**src/rtl/imem_loader_pkg.sv**
```systemverilog
// Shared types and constants for the instruction memory image loader.
// State encoding, ack bytes and the default packet sync marker.
package imem_loader_pkg;

  typedef enum logic [2:0] {
    IDLE,
    SYNC,
    LEN0,
    LEN1,
    DATA,
    CSUM,
    RESP
  } state_t;

  localparam logic [7:0] ACK_OK            = 8'h4B;
  localparam logic [7:0] ACK_ERR           = 8'h45;
  localparam logic [7:0] DEFAULT_SYNC_BYTE = 8'hA5;

endpackage

```
**src/rtl/imem_loader_word_assembler.sv**
```systemverilog
// Little-endian byte-to-word assembler with a running mod-256 checksum.
// The completed word is presented combinationally with the strobe for byte 3.
module imem_loader_word_assembler (
  input  logic        clk,
  input  logic        reset,
  input  logic        clear,
  input  logic        byte_en,
  input  logic [7:0]  byte_in,
  output logic        word_done,
  output logic [31:0] word,
  output logic [7:0]  sum
);

  // Only the first three bytes need storing; byte 3 comes straight from the input.
  logic [23:0] shift_reg;
  logic [1:0]  cnt_reg;
  logic [7:0]  sum_reg;

  assign word_done = byte_en && (cnt_reg == 2'd3);
  assign word      = {byte_in, shift_reg};
  assign sum       = sum_reg;

  always_ff @(posedge clk) begin
    if (reset || clear) begin
      shift_reg <= 24'd0;
      cnt_reg   <= 2'd0;
      sum_reg   <= 8'd0;
    end else if (byte_en) begin
      shift_reg <= {byte_in, shift_reg[23:8]};
      cnt_reg   <= cnt_reg + 2'd1;
      sum_reg   <= sum_reg + byte_in;
    end
  end

endmodule

```
**src/rtl/imem_loader.sv**
```systemverilog
// Loads a framed program image from the UART RX stream into instruction memory,
// holding the CPU in reset until a load completes with a good checksum.
module imem_loader
  import imem_loader_pkg::*;
#(
  parameter logic [31:0] BASE_ADDR = 32'h0000_00C8,
  parameter int unsigned MAX_WORDS = 7950,
  parameter logic [7:0]  SYNC_BYTE = DEFAULT_SYNC_BYTE
) (
  input  logic        clk,
  input  logic        reset,
  input  logic        start,
  input  logic [7:0]  rx_data,
  input  logic        rx_valid,
  output logic        rx_ready,
  output logic        mem_we,
  output logic [31:0] mem_waddr,
  output logic [31:0] mem_wdata,
  output logic [7:0]  tx_data,
  output logic        tx_valid,
  input  logic        tx_ready,
  output logic        cpu_hold,
  output logic        busy,
  output logic        done,
  output logic        error,
  output logic [15:0] words_written
);

  localparam logic [15:0] MAX_W16 = 16'(MAX_WORDS);

  state_t      state_reg;
  logic [7:0]  len_lo_reg;
  logic [15:0] length_reg;
  logic [15:0] word_idx_reg;

  logic        accept;
  logic        asm_clear;
  logic        asm_byte_en;
  logic        asm_word_done;
  logic [31:0] asm_word;
  logic [7:0]  asm_sum;
  logic [15:0] length_next;

  assign rx_ready    = (state_reg != IDLE) && (state_reg != RESP);
  assign busy        = (state_reg != IDLE);
  assign accept      = rx_valid && rx_ready;
  assign asm_clear   = (state_reg == IDLE) && start;
  assign asm_byte_en = accept && (state_reg == DATA);
  assign length_next = {rx_data, len_lo_reg};

  imem_loader_word_assembler u_asm (
    .clk       (clk),
    .reset     (reset),
    .clear     (asm_clear),
    .byte_en   (asm_byte_en),
    .byte_in   (rx_data),
    .word_done (asm_word_done),
    .word      (asm_word),
    .sum       (asm_sum)
  );

  always_ff @(posedge clk) begin
    if (reset) begin
      state_reg     <= IDLE;
      len_lo_reg    <= 8'd0;
      length_reg    <= 16'd0;
      word_idx_reg  <= 16'd0;
      mem_we        <= 1'b0;
      mem_waddr     <= BASE_ADDR;
      mem_wdata     <= 32'd0;
      tx_data       <= 8'd0;
      tx_valid      <= 1'b0;
      cpu_hold      <= 1'b0;
      done          <= 1'b0;
      error         <= 1'b0;
      words_written <= 16'd0;
    end else begin
      mem_we <= 1'b0;
      case (state_reg)
        IDLE: begin
          if (start) begin
            state_reg     <= SYNC;
            word_idx_reg  <= 16'd0;
            done          <= 1'b0;
            error         <= 1'b0;
            words_written <= 16'd0;
            cpu_hold      <= 1'b1;
          end
        end
        SYNC: begin
          if (accept && (rx_data == SYNC_BYTE)) state_reg <= LEN0;
        end
        LEN0: begin
          if (accept) begin
            len_lo_reg <= rx_data;
            state_reg  <= LEN1;
          end
        end
        LEN1: begin
          if (accept) begin
            length_reg <= length_next;
            if (32'(length_next) > MAX_WORDS) begin
              tx_data   <= ACK_ERR;
              tx_valid  <= 1'b1;
              state_reg <= RESP;
            end else if (length_next == 16'd0) begin
              state_reg <= CSUM;
            end else begin
              state_reg <= DATA;
            end
          end
        end
        DATA: begin
          if (asm_word_done) begin
            mem_we       <= 1'b1;
            mem_waddr    <= BASE_ADDR + {14'd0, word_idx_reg, 2'b00};
            mem_wdata    <= asm_word;
            word_idx_reg <= word_idx_reg + 16'd1;
            if (words_written != MAX_W16) words_written <= words_written + 16'd1;
            if (word_idx_reg + 16'd1 == length_reg) state_reg <= CSUM;
          end
        end
        CSUM: begin
          if (accept) begin
            tx_data   <= (rx_data == asm_sum) ? ACK_OK : ACK_ERR;
            tx_valid  <= 1'b1;
            state_reg <= RESP;
          end
        end
        RESP: begin
          // tx_valid/tx_data stay frozen until the UART takes the byte.
          if (tx_ready) begin
            tx_valid  <= 1'b0;
            state_reg <= IDLE;
            if (tx_data == ACK_OK) begin
              done     <= 1'b1;
              cpu_hold <= 1'b0;
            end else begin
              error <= 1'b1;
            end
          end
        end
        default: state_reg <= IDLE;
      endcase
    end
  end

endmodule

```
**config.mk**
```make
export PLATFORM = sky130hd
export DESIGN_NAME = imem_loader
export DESIGN_NICKNAME = d
export VERILOG_FILES = /design/src/rtl/imem_loader_pkg.sv /design/src/rtl/imem_loader_word_assembler.sv /design/src/rtl/imem_loader.sv
export SDC_FILE = /design/constraint.sdc
export NUM_CORES = 1
export LEC_CHECK = 0
export CAP_MARGIN = 30
export CORE_UTILIZATION = 45
export DETAILED_ROUTE_END_ITERATION = 12
export PLACE_DENSITY = 0.79
export SLEW_MARGIN = 20
export SYNTH_ARGS = -nofsm -noshare
export SYNTH_HDL_FRONTEND = slang
export SYNTH_HIERARCHICAL = 1
export SYNTH_SLANG_ARGS = --single-unit
export TNS_END_PERCENT = 50
```
**constraint.sdc**
```tcl
create_clock -name clk -period 5.5 [get_ports clk]
set_input_delay 1.65 -clock clk [delete_from_list [all_inputs] [get_ports clk]]
set_output_delay 1.65 -clock clk [all_outputs]
set_load 0.03 [all_outputs]
```
==> results_dict.tcl <==
set metrics [dict create \
    vias 6122 \
    fmax_mhz 249 \
    p_leak_uw 0.00289 \
    top_layer "met4" \
    h-tree-depth 4 \
    setup_tns_ns 0 \
    rsz0062_at_grt "false" \
    routed_wl_um 16500 \
    synth_ff_type "dfxtp_1" \
    synth-edff-count 0 \
    hold_violations 0 \
    cp-end-kind "primary output" \
    postLayoutCellArea_um2 8610 \
    fillCellCount 1421 \
    r2r_slack_ns 2.32 \
    pwr-share-seq_pct 44.4 \
    fp-row-count 45 \
    fp.dieH_um 129 \
    r2r_start "state_reg[2]$_SDFFE_PP0P_" \
    clock_skew_ns 0.0161 \
    drive_above_1_share_pct 6.31 \
    ir_drop_uv 253 \
    clkTransAtPathRegs_ns 0.07 \
    min-delay-start "mem_wdata[3]$_SDFFE_PP0P_" \
    ant_nets 0 \
    layout_commonest_cell "dfxtp_1" \
    seq_area_frac_synth_pct 41.5 \
    antenna_found_initial 0 \
    io_buffer_count 89 \
    die_x_um 129 \
    largest_reg_flops 32 \
    wl_met2_um 7620 \
    p_int_uw 1820 \
    yosysTopAreaCell "dfxtp_1" \
    tightest_slew_ns 0.766 \
    cts_buffers 17 \
    rr_endpoint "words_written[8]$_SDFFE_PP0P_" \
    setup-violations-final 0 \
    crit_path_start "state_reg[2]$_SDFFE_PP0P_" \
    diodes 0 \
    cts_tree "built" \
    clkLatencyLatePin_ns 0.43 \
    status "completed" \
    yosysWarnings 6 \
    ctsHoldBuffers 0 \
    final_util_pct 55.8 \
    start_util_pct 46.9 \
    p_comb_share_pct 12.2 \
    fin_crit_ns 4.01 \
    cts_root_buf "clkbuf_16" \
    coreArea_um2 15400 \
    post_cts_buffers 0 \
    gr-usage-all-layers_pct 20.8 \
    netlist_area_um2 7240 \
    synth_cells 876 \
    hpwl_um 11100 \
    critical_path_required_ns 3.85 \
    synthArstFlopShare_pct 0 \
    dieArea_um2 16600 \
    syn_avg_cell_area_um2 8.26 \
    drt-met1-wl_um 7530 \
    whs_endpoint "mem_wdata[3]$_SDFFE_PP0P_" \
    critPathKind "register to primary output" \
    max-slew-margin-rel_pct 48.9 \
    cp_max_fo 19 \
    p_sw_share_pct 29.1 \
    hp-class "register to register" \
    yosysTopAreaCellShare_pct 41.5 \
    clkSinkCount 150 \
    grt_remaining_overflow 0 \
    ios 108 \
    drc 0 \
    placed_area_um2 8040 \
    grt_pass1_wl_um 27300 \
    dr.pass1.iters 4 \
    reg2reg_depth 8 \
    via_per_inst 5.34 \
    nets 948 \
    cts_resized 0 \
    ys_seq_elements 150 \
    worst_setup_path_start_kind "register" \
    grt_start_max_net_pins 62 \
    p_sw_uw 745 \
    arrival_ns 2.36 \
    wl_met3_um 1070 \
    p_per_area_nw_per_um2 298 \
    cap_violations 0 \
    synthTopCellsByArea "dfxtp_1, nand2_1, a21oi_1" \
    pwr-share-clk_pct 43.4 \
    grt_pass1_vias 5406 \
    routedWlPerCell_um 14.4 \
    syn_to_final_growth_pct 18.9 \
    period_share_pct 72.9 \
    slew_viol_final 0 \
    yosysUniqueCellTypes 69 \
    routabilityCongestion 0.834 \
    ctsLongestPathBuffers 2 \
    final_cell_mix "dfxtp_1, nand2_1, nor2_1" \
    holdPathStages 2 \
    first_iter_violations 382 \
]
==> cells in the mapped netlist, types with 5 or more instances <==
cell,number
nand3_1,13
nor3_1,12
o21ai_0,36
a21oi_1,80
ha_1,12
buf_4,31
xnor2_1,29
dfxtp_1,150
or3_1,12
xor2_1,18
a311oi_1,5
buf_1,5
o31ai_1,5
mux2i_1,39
a211oi_1,12
clkbuf_1,31
inv_1,7
buf_2,15
and3_1,7
nor4_1,11
nor2b_1,7
nand2b_1,5
nand4_1,16
nand2_1,147
nor2_1,101
==> cell families after synthesis <==
| logic type | share of synthesized area, % |
|---|---|
| muxes | 5.76 |
| and+or+nand+nor | 24.5 |
| adders and majority gates | 2.35 |
| other | 0.0518 |
| DFF | 41.5 |
| AOI/OAI and AO/OA | 13.5 |
| xor gates and xnor gates | 5.69 |
| buffers and inverters | 6.64 |
==> routing by layer <==
| metal | up-vias | GRT usage, % |
|---|---|---|
| met1 | 2855 | 26.9 |
| met3 | 22 | 6.11 |
| met4 | 0 | 7.47 |
| li1 | 3078 | - |
| met5 | - | 0 |
| met2 | 167 | 32.8 |
==> metrics by stage <==
step	instances	power (uW)	hold slack, ns	setup WS, ns
6_report	1146	2560	0.455	1.49
5_1_grt	1146	2680	0.471	1.29
4_1_cts	1146	2580	0.456	1.51
3_5_place_dp	1114	1470	0.446	1.09
3_3_place_gp	1114	1470	0.443	1.20
2_1_floorplan	893	1400	0.431	1.62
==> layout make-up <==
type | count | area (um2) | area share (%)
clock inverters | 14 | 129 | 1.50
inverters | 7 | 26.3 | 0.305
repair buffers | 93 | 916 | 10.6
flip-flops and latches | 150 | 3000 | 34.9
multi-input cells | 653 | 3830 | 44.5
clock buffers | 18 | 439 | 5.10
well taps | 211 | 264 | 3.07
==> worst max-delay path by stage <==
stage,to,slack [ns]
after floorplan,words_written[10]$_SDFFE_PP0P_,1.62
after global placement,words_written[8]$_SDFFE_PP0P_,1.20
after detailed placement,words_written[10]$_SDFFE_PP0P_,1.09
after CTS,rx_ready,1.51
after global routing,words_written[13]$_SDFFE_PP0P_,1.29
final,rx_ready,1.49
==> worst max-delay path, stage by stage (launching register included) <==
cell,delay (ns)
dfxtp_1,0.72
nand2_1,0.27
nor2_1,0.28
nor2_1,0.07
clkdlybuf4s50_1,0.60
==> power groups by stage <==
stage	logic, uW	registers (uW)	clock network [uW]
after floorplan	252	1150	0
after global placement	307	1160	0
after detailed placement	312	1160	0
after CTS	314	1140	1130
after global routing	344	1140	1190
final	313	1140	1110
Power figures use the tool's default switching activity.
